==> src/rtl/pipeline_stall_ctrl.sv <==
// Pipeline stall/flush controller for the 5-stage Otter pipe: turns hazard and memory-busy flags into
// PC/stage-register enables, per-stage valid bits and saturating stall/flush event counters.
module pipeline_stall_ctrl #(
    parameter int CNT_W       = 16,
    parameter int BOOT_CYCLES = 2
) (
    input  logic             CLK,
    input  logic             RST,
    input  logic             load_use_haz,
    input  logic             control_haz,
    input  logic             dmem_busy,
    input  logic             fetch_valid,
    output logic             pc_we,
    output logic             if_de_we,
    output logic             de_ex_we,
    output logic             ex_mem_we,
    output logic             mem_wb_we,
    output logic             de_valid,
    output logic             ex_valid,
    output logic             mem_valid,
    output logic             wb_valid,
    output logic [CNT_W-1:0] stall_cnt,
    output logic [CNT_W-1:0] flush_cnt
);

    typedef enum logic [1:0] {
        ST_BOOT,
        ST_RUN,
        ST_MSTALL
    } state_t;

    localparam logic [3:0]       BOOT_LAST = 4'(BOOT_CYCLES - 1);
    localparam logic [CNT_W-1:0] CNT_ONE   = CNT_W'(1);
    localparam logic [CNT_W-1:0] CNT_MAX   = '1;

    state_t     state;
    state_t     state_nxt;
    logic [3:0] boot_cnt;
    logic [3:0] boot_cnt_nxt;
    logic       mem_stall;
    logic       ch;
    logic       lu;

    // NOTE: every output of this block gets a default first, so no path leaves one unassigned (no latches).
    always_comb begin
        state_nxt    = state;
        boot_cnt_nxt = boot_cnt;
        mem_stall    = 1'b0;
        ch           = 1'b0;
        lu           = 1'b0;
        pc_we        = 1'b0;
        if_de_we     = 1'b0;
        de_ex_we     = 1'b0;
        ex_mem_we    = 1'b0;
        mem_wb_we    = 1'b0;

        case (state)
            ST_BOOT: begin
                if (boot_cnt == BOOT_LAST) begin
                    state_nxt = ST_RUN;
                end else begin
                    boot_cnt_nxt = boot_cnt + 4'd1;
                end
            end
            default: begin
                // In MSTALL mem_valid is frozen high, so only dmem_busy decides whether the stall persists.
                mem_stall = dmem_busy && ((state == ST_MSTALL) || mem_valid);
                ch        = !mem_stall && control_haz && ex_valid;
                lu        = !mem_stall && !ch && load_use_haz && de_valid && ex_valid;
                state_nxt = mem_stall ? ST_MSTALL : ST_RUN;
                if (!mem_stall) begin
                    pc_we     = !lu;
                    if_de_we  = !lu;
                    de_ex_we  = 1'b1;
                    ex_mem_we = 1'b1;
                    mem_wb_we = 1'b1;
                end
            end
        endcase
    end

    // NOTE: sequential state uses non-blocking assignments so every register samples pre-edge values.
    always_ff @(posedge CLK or posedge RST) begin
        if (RST) begin
            state     <= ST_BOOT;
            boot_cnt  <= '0;
            de_valid  <= 1'b0;
            ex_valid  <= 1'b0;
            mem_valid <= 1'b0;
            wb_valid  <= 1'b0;
            stall_cnt <= '0;
            flush_cnt <= '0;
        end else begin
            state    <= state_nxt;
            boot_cnt <= boot_cnt_nxt;

            // de_ex_we is high exactly on advancing cycles (normal, redirect or load-use bubble).
            if (de_ex_we) begin
                de_valid  <= ch ? 1'b0 : (lu ? de_valid : fetch_valid);
                ex_valid  <= (ch || lu) ? 1'b0 : de_valid;
                mem_valid <= ex_valid;
                wb_valid  <= mem_valid;
            end

            if ((mem_stall || lu) && (stall_cnt != CNT_MAX)) begin
                stall_cnt <= stall_cnt + CNT_ONE;
            end
            if (ch && (flush_cnt != CNT_MAX)) begin
                flush_cnt <= flush_cnt + CNT_ONE;
            end
        end
    end

endmodule

==> config.mk <==
export PLATFORM = sky130hd
export DESIGN_NAME = pipeline_stall_ctrl
export DESIGN_NICKNAME = d
export VERILOG_FILES = /design/src/rtl/pipeline_stall_ctrl.sv
export SDC_FILE = /design/constraint.sdc
export NUM_CORES = 1
export LEC_CHECK = 0
export CORE_UTILIZATION = 45
export CTS_CLUSTER_DIAMETER = 120
export DETAILED_ROUTE_END_ITERATION = 16
export PLACE_DENSITY = 0.79
export SLEW_MARGIN = 20
export SYNTH_ARGS = -nofsm -noshare
export SYNTH_HDL_FRONTEND = slang
export SYNTH_SLANG_ARGS = --single-unit
==> constraint.sdc <==
create_clock -name CLK -period 1.6 [get_ports CLK]
set_input_delay 0.32 -clock CLK [delete_from_list [all_inputs] [get_ports CLK]]
set_output_delay 0.32 -clock CLK [all_outputs]
set_load 0.02 [all_outputs]
==> run metrics <==
RSZ-0062 raised after global routing yes; Crit-path slowest cell dfrtp_1; CP endpoint kind flip-flop; final instance area 0.00335 sq mm; Max-slew headroom 0.659; Tmin final around 1.7 ns; Clk Latency, worst-skew pair 0.30 ns; DR vias/cell 5.25; CP Cell Sequence a21boi_4 -> buf_6 -> o21bai_4 -> buf_4 -> nor3_2 -> buf_4 -> nand4_1 -> mux2_2; io pins between 40 and 50; fin crit share 1.08; post-route worst setup slack -0.124 ns; largest net degree at the start of global routing between 40 and 50; Yosys cell types 38; synth-to-layout area growth 63.9%; clock buffer depth 2; vias between 1500 and 2000; sum of buffers and inverters on the critical path 3; row cnt 24; Clock Skews ~0.0056 ns; Avg Inst Size Synth 10.8 sq um; routed wire length between 5000 and 6000 microns; final hold violations 0; Initial Utilization 0.469; grt ovf 0; total CTS buffers 5; # DRC 0; CP delay by family, top buffers and inverters; Ys Warns 0; Peak supply drop ~0.83 mV; actual slew at the worst max-slew pin about 0.51 ns; share of the synthesized area in the top cell type 0.514; launching element type of the critical path flip-flop; cell taking the most area after synthesis dfrtp_1; antenna violations before repair 0; number of synthesized flops with an enable pin 0; WP data required ~1.8 ns; TritonCTS clock tree built; # port buffers 46; failing checks negative setup slack; wire per inst roughly 16 microns; Slew Viols, Final 0; syn nets ~200; worst slack, placed -0.604 ns; Cell Pwr Density 1430 mW/mm^2; Worst-path clk slew ~0.08 ns; Die Wd between 60 and 70 microns; mapped cell area between 0.002 and 0.0025 sq mm; fillers around 290; clk sink count 42; Ant. Diodes 0; cts hold-fix bufs 0; Final ANT Viol Nets 0; total power around 4.8 mW; top_reg_cell synth dfrtp_1; Post-synth top cells dfrtp_1, nand2_1, xnor2_1; placed cell area 0.00290 sq mm; status finished, violations left; gp weighted congestion slightly below 0.8; sequential area share after synthesis 0.514; clk root buf clkbuf_8; TritonRoute pass-1 iters 4; Total Routing Usage GR 0.212; Hold Path Class primary input to asynchronous set/reset pin; max frequency approximately 580 MHz; P_leak around 1.6 nW; Synth area leaders dfrtp_1, xnor2_1, nand2_1; Post-Synthesis Cells between 150 and 200; delay of the slowest cell on the worst path 0.39 ns; vias in the first global route approximately 1700; kind of critical path flip-flop to flip-flop; first-pass GRT wire length 7990 microns; Max Cap Viol 0; post-DP HPWL 3250 microns; # H-tree levels 2; crit-path max FO 3; DIE AREA between 0.004 and 0.005 sq mm; final setup violating endpoints 33; Die H between 60 and 70 microns; #FFs+latches synth between 40 and 50; fin util 0.769; CORE AREA approximately 0.0044 sq mm; drt initial violations between 60 and 70; crit-path most repeated cell buf_4; Async S/R FF share, synth 1.00; share of cells above drive strength 1 0.455; Critical Path AT 1.92 ns; fin nets 297; top-count cell post-synth dfrtp_1
==> cell families after synthesis <==
| group | share of synthesized area |
|---|---|
| and+or+nand+nor | 0.226 |
| DFF | 0.514 |
| xor gates and xnor gates | 0.124 |
| AOI/OAI and AO/OA | 0.0508 |
| buffers and inverters | 0.0227 |
| muxes | 0.0374 |
| adders and majority gates | 0.0245 |
==> path summary, 6_finish.rpt <==
path                                   from       endpoint  slack (ns)  depth (start not counted)
worst max register to register     state[0]  flush_cnt[15]       -0.12                          8
worst min register to register  boot_cnt[3]    boot_cnt[3]        0.49                          1
worst max-delay path               state[0]  flush_cnt[15]       -0.12                          8
max in group asynchronous               RST   flush_cnt[0]        1.00                          3
worst min-delay path                    RST  stall_cnt[10]        0.38                          3
min in group CLK                boot_cnt[3]    boot_cnt[3]        0.49                          1
==> metal layers <==
metal | routed length [microns] | track usage | up-vias
li1 | - | - | 851
met1 | 2260 | 0.269 | 873
met2 | 2810 | 0.358 | 47
met3 | 201 | 0.0363 | 14
met4 | 115 | 0.0884 | 0
met5 | 0 | 0 | -
==> state kept, by name (all words and copies together), names as in the netlist <==
name       count
stall_cnt     16
boot_cnt       4
de_valid       1
ex_valid       1
wb_valid       1
state          2
flush_cnt     16
mem_valid      1
==> per-stage QoR <==
stage / cells / setup TNS (ns) / hold WS [ns]
final: 340 / -1.64 / 0.375
after global routing: 340 / -3.23 / 0.404
after CTS: 336 / -0.724 / 0.387
after detailed placement: 323 / -15.44 / 0.468
after global placement: 323 / -14.20 / 0.463
after floorplan: 189 / -0.644 / 0.446
==> tightest hold or removal path: stages <==
cell,delay (ns)
clkdlybuf4s50_1,0.40
inv_1,0.10
buf_12,0.24
==> final cells by class <==
| class | count | area [sq um] | share of cell area |
|---|---|---|---|
| Multi-Input combinational cell | 138 | 1220 | 0.363 |
| Inverter | 5 | 18.8 | 0.00561 |
| Clock buffer | 5 | 68.8 | 0.0206 |
| Clock inverter | 3 | 40.0 | 0.0120 |
| Timing Repair Buffer | 95 | 871 | 0.260 |
| Tap cell | 52 | 65.1 | 0.0194 |
| Sequential cell | 42 | 1070 | 0.319 |
==> power breakdown <==
group / leakage (nW) / switching, mW / internal, mW / total, mW
logic: 1.03 / 1.13 / 1.24 / 2.37
registers: 0.526 / 0.238 / 1.32 / 1.56
clock network: 0.0579 / 0.390 / 0.460 / 0.850
total: 1.62 / 1.75 / 3.02 / 4.77
==> cells in the final DEF, fill, tap and decap left out, drive strengths merged, types with 3 or more instances in the layout <==
master	count
and3	6
and4	5
buf	53
clkbuf	7
clkdlybuf4s50	3
dfrtp	42
dlygate4sd2	36
ha	4
inv	5
mux2	5
nand2	26
nand2b	3
nand3	11
nand4	9
nor2	16
nor3	3
xnor2	21
xor2	8
==> what timing repair did <==
| item | in CTS | in global routing |
|---|---|---|
| gates resized for setup | 78 | 58 |
| gates cloned | 0 | 2 |
| pin swaps | 13 | 29 |
| hold endpoints to repair | 0 | 0 |
| setup buffers | 5 | 2 |
| setup endpoints to repair | 71 | 42 |
Note: power is estimated with default switching activity, not from simulation.
